==> src/rtl/volatility_arbiter.sv <==
// volatility_arbiter: round-robin front end for a shared volatility datapath.
// Holds a per-stock in-flight lock, the per-stock buffer-size/reciprocal table,
// and a tag FIFO that names the stock of each returning result.
// Optional build macro: VOL_ARB_STATS_EN enables the stall-cycle counter.
module volatility_arbiter #(
   parameter int NUM_REQ      = 4,
   parameter int NUM_STOCKS   = 4,
   parameter int DATA_WIDTH   = 32,
   parameter int FP_WORD_SIZE = 64,
   parameter logic [DATA_WIDTH-1:0]   DEFAULT_BSIZE = DATA_WIDTH'(32),
   parameter logic [FP_WORD_SIZE-1:0] DEFAULT_RECIP = FP_WORD_SIZE'(64'h0000_0000_0800_0000),
   localparam int SID_W = (NUM_STOCKS > 1) ? $clog2(NUM_STOCKS) : 1
) (
   input  logic                          i_clk,
   input  logic                          i_reset,
   input  logic [NUM_REQ-1:0]            i_req_valid,
   output logic [NUM_REQ-1:0]            o_req_ready,
   input  logic [NUM_REQ*SID_W-1:0]      i_req_stock_id,
   input  logic [NUM_REQ*DATA_WIDTH-1:0] i_req_best_ask,
   input  logic [NUM_REQ*DATA_WIDTH-1:0] i_req_best_bid,
   input  logic                          i_cfg_wr_en,
   output logic                          o_cfg_ready,
   input  logic [SID_W-1:0]              i_cfg_stock_id,
   input  logic [DATA_WIDTH-1:0]         i_cfg_buffer_size,
   input  logic [FP_WORD_SIZE-1:0]       i_cfg_recip,
   output logic [SID_W-1:0]              o_stock_id,
   output logic                          o_data_valid,
   output logic [DATA_WIDTH-1:0]         o_best_ask,
   output logic [DATA_WIDTH-1:0]         o_best_bid,
   output logic [DATA_WIDTH-1:0]         o_buffer_size,
   output logic [FP_WORD_SIZE-1:0]       o_buffer_size_recip,
   input  logic                          i_vol_data_valid,
   output logic                          o_vol_valid,
   output logic [SID_W-1:0]              o_vol_stock_id,
   output logic [NUM_STOCKS-1:0]         o_busy,
   output logic                          o_err_spurious,
   output logic [31:0]                   o_stall_cycles
);

   localparam int RR_W  = (NUM_REQ > 1) ? $clog2(NUM_REQ) : 1;
   localparam int CNT_W = $clog2(NUM_STOCKS + 1);

   logic [RR_W-1:0]         rr_ptr;
   logic [NUM_STOCKS-1:0]   busy;
   logic [SID_W-1:0]        tag_mem [NUM_STOCKS];
   logic [SID_W-1:0]        tag_wr_ptr;
   logic [SID_W-1:0]        tag_rd_ptr;
   logic [CNT_W-1:0]        tag_count;
   logic [DATA_WIDTH-1:0]   cfg_bsize [NUM_STOCKS];
   logic [FP_WORD_SIZE-1:0] cfg_recip [NUM_STOCKS];

   logic [SID_W-1:0]        req_sid [NUM_REQ];
   logic [DATA_WIDTH-1:0]   req_ask [NUM_REQ];
   logic [DATA_WIDTH-1:0]   req_bid [NUM_REQ];
   logic [NUM_REQ-1:0]      eligible;
   logic [NUM_REQ-1:0]      grant_vec;
   logic                    grant_found;
   logic [RR_W-1:0]         grant_idx;
   logic                    granted;
   logic [SID_W-1:0]        grant_sid;
   logic                    tag_nonempty;
   logic [SID_W-1:0]        tag_head;
   logic                    pop;
   logic                    cfg_accept;

   // Circular increment for tag FIFO pointers (depth need not be a power of two).
   function automatic logic [SID_W-1:0] tag_ptr_inc(input logic [SID_W-1:0] p);
      if (int'(p) == NUM_STOCKS - 1) return '0;
      else                           return p + SID_W'(1);
   endfunction

   // Circular increment for the round-robin pointer.
   function automatic logic [RR_W-1:0] rr_inc(input logic [RR_W-1:0] p);
      if (int'(p) == NUM_REQ - 1) return '0;
      else                        return p + RR_W'(1);
   endfunction

   for (genvar g = 0; g < NUM_REQ; g++) begin : g_unpack
      assign req_sid[g] = i_req_stock_id[g*SID_W +: SID_W];
      assign req_ask[g] = i_req_best_ask[g*DATA_WIDTH +: DATA_WIDTH];
      assign req_bid[g] = i_req_best_bid[g*DATA_WIDTH +: DATA_WIDTH];
   end

   assign tag_nonempty = (tag_count != '0);
   assign tag_head     = tag_mem[tag_rd_ptr];
   // Combinational handshakes are held low while reset is asserted.
   assign pop          = i_vol_data_valid & tag_nonempty & ~i_reset;
   assign cfg_accept   = i_cfg_wr_en & ~busy[i_cfg_stock_id] & ~i_reset;
   assign granted      = grant_found & ~i_reset;
   assign grant_sid    = req_sid[grant_idx];

   assign o_cfg_ready    = cfg_accept;
   assign o_vol_valid    = pop;
   assign o_vol_stock_id = tag_nonempty ? tag_head : '0;
   assign o_busy         = busy;
   assign o_req_ready    = grant_vec;

   // Requester eligibility: valid, stock idle, and stock not being reconfigured.
   always_comb begin
      eligible = '0;
      for (int i = 0; i < NUM_REQ; i++) begin
         eligible[i] = i_req_valid[i] & ~busy[req_sid[i]]
                       & ~(i_cfg_wr_en & (i_cfg_stock_id == req_sid[i]));
      end
   end

   // Round-robin pick: scan upward from rr_ptr; the highest k is written first so the lowest wins.
   always_comb begin
      grant_found = 1'b0;
      grant_idx   = '0;
      for (int k = NUM_REQ - 1; k >= 0; k--) begin
         if (eligible[RR_W'((int'(rr_ptr) + k) % NUM_REQ)]) begin
            grant_found = 1'b1;
            grant_idx   = RR_W'((int'(rr_ptr) + k) % NUM_REQ);
         end else begin
            grant_found = grant_found;
         end
      end
   end

   // One-hot ready vector from the selected index.
   always_comb begin
      grant_vec = '0;
      if (granted) grant_vec[grant_idx] = 1'b1;
      else         grant_vec = '0;
   end

   // Round-robin pointer advances past the granted requester.
   always_ff @(posedge i_clk or posedge i_reset) begin
      if (i_reset)      rr_ptr <= '0;
      else if (granted) rr_ptr <= rr_inc(grant_idx);
      else              rr_ptr <= rr_ptr;
   end

   // In-flight lock: set on grant, cleared when that stock's result returns.
   always_ff @(posedge i_clk or posedge i_reset) begin
      if (i_reset) begin
         busy <= '0;
      end else begin
         for (int s = 0; s < NUM_STOCKS; s++) begin
            if (granted && grant_sid == SID_W'(s))   busy[s] <= 1'b1;
            else if (pop && tag_head == SID_W'(s))   busy[s] <= 1'b0;
            else                                     busy[s] <= busy[s];
         end
      end
   end

   // Tag FIFO: push the granted stock, pop on completion; both may happen together.
   always_ff @(posedge i_clk or posedge i_reset) begin
      if (i_reset) begin
         tag_wr_ptr <= '0;
         tag_rd_ptr <= '0;
         tag_count  <= '0;
         for (int s = 0; s < NUM_STOCKS; s++) tag_mem[s] <= '0;
      end else begin
         if (granted) begin
            tag_mem[tag_wr_ptr] <= grant_sid;
            tag_wr_ptr          <= tag_ptr_inc(tag_wr_ptr);
         end else begin
            tag_wr_ptr <= tag_wr_ptr;
         end
         if (pop) tag_rd_ptr <= tag_ptr_inc(tag_rd_ptr);
         else     tag_rd_ptr <= tag_rd_ptr;
         case ({granted, pop})
            2'b10:   tag_count <= tag_count + CNT_W'(1);
            2'b01:   tag_count <= tag_count - CNT_W'(1);
            default: tag_count <= tag_count;
         endcase
      end
   end

   // Per-stock configuration table, written only when the stock is idle.
   always_ff @(posedge i_clk or posedge i_reset) begin
      if (i_reset) begin
         for (int s = 0; s < NUM_STOCKS; s++) begin
            cfg_bsize[s] <= DEFAULT_BSIZE;
            cfg_recip[s] <= DEFAULT_RECIP;
         end
      end else if (cfg_accept) begin
         cfg_bsize[i_cfg_stock_id] <= i_cfg_buffer_size;
         cfg_recip[i_cfg_stock_id] <= i_cfg_recip;
      end else begin
         cfg_bsize[i_cfg_stock_id] <= cfg_bsize[i_cfg_stock_id];
         cfg_recip[i_cfg_stock_id] <= cfg_recip[i_cfg_stock_id];
      end
   end

   // Issue register: one-cycle pulse carrying the granted update and its table entry.
   always_ff @(posedge i_clk or posedge i_reset) begin
      if (i_reset) begin
         o_data_valid        <= 1'b0;
         o_stock_id          <= '0;
         o_best_ask          <= '0;
         o_best_bid          <= '0;
         o_buffer_size       <= '0;
         o_buffer_size_recip <= '0;
      end else if (granted) begin
         o_data_valid        <= 1'b1;
         o_stock_id          <= grant_sid;
         o_best_ask          <= req_ask[grant_idx];
         o_best_bid          <= req_bid[grant_idx];
         o_buffer_size       <= cfg_bsize[grant_sid];
         o_buffer_size_recip <= cfg_recip[grant_sid];
      end else begin
         o_data_valid        <= 1'b0;
      end
   end

   // Sticky flag for a completion arriving with no outstanding tag.
   always_ff @(posedge i_clk or posedge i_reset) begin
      if (i_reset)                                o_err_spurious <= 1'b0;
      else if (i_vol_data_valid && !tag_nonempty) o_err_spurious <= 1'b1;
      else                                        o_err_spurious <= o_err_spurious;
   end

`ifdef VOL_ARB_STATS_EN
   logic [31:0] stall_cnt;

   // Saturating count of cycles where someone requested but nobody was granted.
   always_ff @(posedge i_clk or posedge i_reset) begin
      if (i_reset)                                                   stall_cnt <= 32'd0;
      else if ((|i_req_valid) && !granted && stall_cnt != 32'hFFFF_FFFF) stall_cnt <= stall_cnt + 32'd1;
      else                                                           stall_cnt <= stall_cnt;
   end

   assign o_stall_cycles = stall_cnt;
`else
   assign o_stall_cycles = 32'd0;
`endif

endmodule

==> config.mk <==
export PLATFORM = sky130hd
export DESIGN_NAME = volatility_arbiter
export DESIGN_NICKNAME = d
export VERILOG_FILES = /design/src/rtl/volatility_arbiter.sv
export SDC_FILE = /design/constraint.sdc
export NUM_CORES = 2
export LEC_CHECK = 0
export ABC_AREA = 1
export CORE_AREA = 2 2 231 233
export CTS_BUF_LIST = sky130_fd_sc_hd__clkbuf_4 sky130_fd_sc_hd__clkbuf_8
export CTS_CLUSTER_SIZE = 25
export DETAILED_ROUTE_END_ITERATION = 10
export DIE_AREA = 0 0 233 235
export PLACE_DENSITY_LB_ADDON = 0.3
export SLEW_MARGIN = 5
export SYNTH_ARGS = -nofsm -noshare
export SYNTH_HDL_FRONTEND = slang
export SYNTH_SLANG_ARGS = --single-unit
==> constraint.sdc <==
create_clock -name i_clk -period 66.7 [get_ports i_clk]
set_input_delay 13.34 -clock i_clk [delete_from_list [all_inputs] [get_ports i_clk]]
set_output_delay 13.34 -clock i_clk [all_outputs]
set_load 0.01 [all_outputs]
# Word level (Yosys, flattened, before mapping)

Cells that the tools add are included.

Output and inout port bits: 208
Bits in registers: 569
Bits of input ports: 370

Reductions and logical operators: 21
Eq/ne operators: 15
Mux-type cells: 84
Bitwise logic cells: 32
Order comparisons: 18
Add/subtract/negate cells: 8

Operator list:

| cell                                                       | count |
|---|---|
| bitwise mux 256 bit                                        | 2 |
| two-way mux 64 bit                                         | 5 |
| two-way mux 32 bit                                         | 9 |
| binary-select mux 32 bit (select 2 bit)                    | 4 |
| binary-select mux 64 bit (select 2 bit)                    | 2 |
| bitwise mux 128 bit                                        | 2 |
| two-way mux 256 bit                                        | 1 |
| demux 64 bit (select 2 bit)                                | 1 |
| two-way mux 128 bit                                        | 1 |
| demux 32 bit (select 2 bit)                                | 1 |
| two-way mux 1 bit                                          | 27 |
| two-way mux 2 bit                                          | 13 |
| binary-select mux 1 bit (select 2 bit)                     | 9 |
| less-than comparator 2 x 3 -> 1 bit, second input constant | 6 |
| bitwise AND 1 bit                                          | 17 |
| less-than comparator 2 x 4 -> 1 bit, second input constant | 4 |
| greater-or-equal comparator 3 bit, second input constant   | 5 |
| NOT 2 -> 3 bit                                             | 5 |
| equality test 2 x 1 -> 1 bit, second input constant        | 6 |
| logical AND 1 bit                                          | 12 |
| equality test 2 bit, second input constant                 | 5 |
| NOT 1 bit                                                  | 10 |
| nonzero test 2 bit                                         | 5 |
| adder 2 x 1 -> 2 bit, second input constant                | 4 |
| 15 further kinds                                           | 22 |

# Logic depth before layout (Yosys ltp)

Word-level depth: 20
Gate-level depth with buffers: 25
Depth with buffers taken out: 22

# Worst setup path before layout

Ideal clock, no wire load.

Path kind: in2out
From: input i_reset
To: output o_req_ready[0]
Data arrival time: 27.361 ns
Buffers on the path: 2
Slack: 25.999 ns
Stages: 5
Path through: inv_1 -> nand2_1 -> clkbuf_1 -> clkbuf_1 -> nor2_1

Longest elaborated chain between the ends: 3

RTL lines:

| element           | line | text |
|---|---|---|
| start, declared   | 15   | `input logic i_reset,` |
| NOT 1 bit         | 89   | `assign granted = grant_found & ~i_reset;` |
| bitwise AND 1 bit | 89   |  |
| two-way mux 4 bit | 124  | `if (granted) grant_vec[grant_idx] = 1'b1;` |
| end, declared     | 17   | `output logic [NUM_REQ-1:0] o_req_ready,` |

Every way passes these cells.

# Final worst setup path

From: input i_cfg_stock_id[1]
To: output o_cfg_ready

Longest elaborated chain between the ends: 5

RTL lines:

| element                                 | line | text |
|---|---|---|
| start, declared                         | 23   | `input logic [SID_W-1:0] i_cfg_stock_id,` |
| binary-select mux 1 bit (select 2 bit)  | 88   | `assign cfg_accept = i_cfg_wr_en & ~busy[i_cfg_stock_id] & ~i_reset;` |
| two-way mux 1 bit (not written as such) | 88   |  |
| NOT 1 bit                               | 88   |  |
| bitwise AND 1 bit (2 in a row)          | 88   |  |
| end, declared                           | 22   | `output logic o_cfg_ready,` |

Every way passes these cells. The select of a mux whose other input is x is not followed.

==> results.rst <==
.. list-table::
   :header-rows: 1

   * - Metric
     - Value
   * - Met2 usage in global routing
     - roughly three fifths
   * - HPWL after detailed placement
     - just under 70000 microns
   * - Vias in the first global route
     - 28.7k
   * - Post CTS Setup Buffer Count
     - 0
   * - Multi-input gate area
     - 14100 sq um
   * - Switching component of the power
     - roughly 860 uW
   * - Slew @ Worst Pin
     - between 1 and 1.5 ns
   * - Cell-by-cell listing of the critical path
     - clkdlybuf4s50_1 -> inv_2 -> nand2_4 -> o221ai_1 -> a2111oi_2 -> buf_4 -> clkdlybuf4s50_1
   * - Sequential fraction of the synthesis area
     - 47.5%
   * - Delay of the slowest cell on the worst path
     - slightly above 0.8 ns
   * - Max-capacitance violation count
     - 0
   * - Period utilization
     - a little under half
   * - Setup total negative slack
     - 0 ns
   * - Clock transition at the registers of the reported paths
     - ~0.06 ns
   * - Number of distinct library cells after synthesis
     - 40
   * - Crit path capture type
     - primary output
   * - Relative slew margins
     - approximately 21%
   * - Area growth syn-to-layout
     - 24.0%
   * - Count of port buffers added during placement
     - 545
   * - Met3 Resource Use GR
     - under 10%
   * - Final number of setup-violating endpoints
     - 0
   * - Shortest period the worst path allows
     - a little over 30 ns
   * - Unrepaired setup endpoints after global routing
     - false
   * - Number of standard-cell rows in the floorplan
     - 84
   * - Initial antenna violation count
     - 24
   * - Worst setup path category
     - primary input to primary output
   * - Cell area after synthesis
     - 30000 sq um
   * - Number of nets in the layout
     - ~4.8k
   * - TritonCTS clock tree
     - done
   * - IO Count
     - just under 600
   * - Max-slew violation total from the final report
     - 0
   * - Met1 Track Usage GR
     - 52.2%
   * - Number of clock buffers inserted by TritonCTS
     - 94
   * - Die Y
     - 235 microns
   * - Post-synthesis simple-gate area fraction
     - between 20% and 30%
   * - Detail-routed net length per standard cell
     - 21.3 microns
   * - Hold WC Path Type
     - register to register
   * - Layout cell share with drive strength beyond 1
     - ~5.6%
   * - Total Power Consumption
     - ~1800 uW
   * - Clock network fraction of total power
     - 18.5%
   * - Register share of total power
     - 30.1%
   * - Number of DRC violations after detailed routing
     - 0
   * - Highest fanout seen on the critical path
     - slightly above 90
   * - Number of synthesized register bits
     - 569
   * - Final setup slack of the worst path
     - 36.17 ns
   * - Overall via count from detail_route
     - about 30k
   * - GR Overflow Total
     - 0
   * - Crit path arrival time
     - ~17 ns
   * - Detailed-router iteration count before antenna repair
     - 6
   * - Cell taking the most area after synthesis
     - sky130_fd_sc_hd__dfrtp_1
   * - Crit path launch type
     - primary input
   * - Post-layout util
     - between 70 and 80%
   * - Arithmetic-cell share of the synthesized area counting full adders, half adders and majority gates
     - 0.484%
   * - Final hold viol count
     - 0
   * - Most frequent cells in the layout
     - sky130_fd_sc_hd__nand2_1 (1504), sky130_fd_sc_hd__dfrtp_1 (561), sky130_fd_sc_hd__clkdlybuf4s50_1 (545)
   * - TritonCTS Sinks
     - between 500 and 600
   * - Final Routed Wirelength
     - 111000 microns
   * - # fillers
     - 4303
   * - Die footprint
     - about 55000 sq um
   * - Die outline width
     - about 230 microns
   * - Wire length of the first global-routing pass
     - roughly 170000 microns
   * - Fraction of synthesized area in multiplexers
     - 0%
   * - Cell types with the largest area share after synthesis
     - sky130_fd_sc_hd__dfrtp_1 (47%), sky130_fd_sc_hd__nand2_1 (19%), sky130_fd_sc_hd__o21ai_0 (8.9%)
   * - Violation count after the first detailed-route iteration
     - between 3k and 4k
   * - Max Clock Freq
     - about 0.033 GHz
   * - Final ANT Viol Nets
     - 0
   * - Internal power consumption
     - roughly 910 uW
   * - Vias per std cell
     - 5.92
   * - Post-Layout Inst Area
     - ~37000 sq um
   * - Worst clock skew
     - 0.0371 ns
   * - Global Route Usage Sum
     - between 40% and 50%
   * - Cell count after synthesis
     - 4075
   * - Gp weighted congestion
     - around 0.95
   * - Total of warnings raised by yosys
     - 0
   * - Most common library cell in the layout ignoring fill and taps
     - sky130_fd_sc_hd__nand2_1
   * - Synth Area in Compound Gates
     - between 15 and 20%
   * - Maximum number of pins on one net before global-route repair
     - approximately 190
   * - Clock network latency to the later pin of the worst-skew pair
     - 0.70 ns
   * - Place WS
     - 36.26 ns
   * - Worst-path cell with the longest stage delay
     - sky130_fd_sc_hd__clkdlybuf4s50_1
   * - Switching power share of the total
     - between 40% and 50%
   * - Xor/xnor cell area share of the yosys netlist
     - less than 1%
   * - Syn Area/Cell
     - roughly 7.4 sq um
   * - Layer carrying the most global-route usage
     - met2
   * - Largest family of logic cells by synthesized area
     - simple AND/OR/NAND/NOR gates
   * - Relative contribution of combinational cells to total power
     - 51.4%
   * - Hold-fix buffers, CTS
     - 0
   * - Leak
     - approximately 0.017 uW
   * - CTS resizes
     - 0
   * - Total core area
     - between 50000 and 60000 sq um
   * - Top cell by count, worst path
     - sky130_fd_sc_hd__clkdlybuf4s50_1
   * - Post-detailed-placement cell area
     - 35200 sq um
   * - IR drop worst, VDD
     - between 0.05 and 0.06 mV
   * - Clock Path Buffers
     - 3
   * - Total power density per cell area
     - 47.6 nW/um^2
   * - Share of the synthesized area in the top cell type
     - between 40% and 50%
   * - Buffer type at the clock tree root
     - sky130_fd_sc_hd__clkbuf_8
   * - H-tree Lvls
     - 3
   * - Starting density of the core
     - about 57%
   * - Outcome
     - finished clean
   * - Area of all sequential standard cells
     - roughly 14000 sq um
   * - Critical path data required time
     - between 50 and 60 ns
==> worst paths after layout <==
check	start	endpoint	slack, ns	cells after the start
worst max-delay path	i_cfg_stock_id[1]	o_cfg_ready	36.17	7
worst min-delay path	o_buffer_size_recip[49]$_DFFE_PP0P_	o_buffer_size_recip[49]$_DFFE_PP0P_	0.48	2
worst max register to register	o_busy[2]$_DFFE_PP0P_	o_buffer_size_recip[63]$_DFFE_PP0P_	61.22	23
worst min register to register	o_buffer_size_recip[49]$_DFFE_PP0P_	o_buffer_size_recip[49]$_DFFE_PP0P_	0.48	2
max in group asynchronous	i_reset	cfg_recip[127]$_DFFE_PP0P_	49.86	5
min in group asynchronous	i_reset	rr_ptr[0]$_DFFE_PP0P_	13.43	2
==> worst max-delay path: cells and delay by family <==
kind | cells | cell delay, ns
and+or+nand+nor | 1 | 0.75
AOI/OAI and AO/OA | 2 | 0.64
buffers and inverters | 4 | 2.41
==> per-stage QoR <==
step | std cells | hold slack [ns]
after floorplan | 4106 | 0.447
after global placement | 5023 | 0.461
after detailed placement | 5023 | 0.464
after CTS | 5193 | 0.475
after global routing | 5213 | 0.488
final | 5214 | 0.477
==> layer usage <==
layer / wire [microns] / up-vias
met4: 7330 / 6
met5: 36 / -
met3: 10900 / 335
met1: 42000 / 14539
li1: - / 14181
met2: 50700 / 1781
==> final cells by class <==
| class | instances | area share [%] |
|---|---|---|
| antenna | 21 | 0.141 |
| tap | 688 | 2.31 |
| clock inverter | 18 | 0.386 |
| multi-input combinational | 3140 | 37.9 |
| sequential | 569 | 38.3 |
| timing repair buffer | 583 | 15.5 |
| clock buffer | 152 | 5.05 |
| inverter | 43 | 0.501 |
==> cell usage after synthesis (all sizes together) <==
library cell / n
a2111oi: 1
a21o: 1
a21oi: 105
a22oi: 96
a31oi: 160
a32o: 1
a32oi: 1
and2: 1
buf: 168
clkbuf: 186
clkinv: 2
conb: 1
dfrtp: 561
dfstp: 8
fa: 1
ha: 10
inv: 41
nand2: 1512
nand3: 317
nand3b: 2
nor2: 344
nor3: 4
o21a: 2
o21ai: 539
o221ai: 1
o31ai: 2
or2: 1
xnor2: 6
xor2: 1
==> registers in the layout (all words and copies together) (netlist names), 2 cells and up <==
| signal | count |
|---|---|
| o_busy | 4 |
| tag_count | 3 |
| o_best_ask | 32 |
| o_buffer_size | 32 |
| o_buffer_size_recip | 64 |
| rr_ptr | 2 |
| cfg_recip | 256 |
| o_best_bid | 32 |
| tag_wr_ptr | 2 |
| tag_mem | 8 |
| tag_rd_ptr | 2 |
| o_stock_id | 2 |
| cfg_bsize | 128 |
==> power by group through the flow <==
stage	registers [uW]	logic [uW]	clock network [uW]
final	534	910	328
after global routing	546	988	345
after CTS	531	896	330
after detailed placement	534	891	0
after global placement	533	881	0
after floorplan	531	584	0
==> cell families after synthesis <==
group	after synthesis
simple gates	2181
compound gates	909
flops	569
buf+inv	397
fa+ha+maj	11
xor+xnor	7
other cells	1
Note: power is estimated with default switching activity, not from simulation.
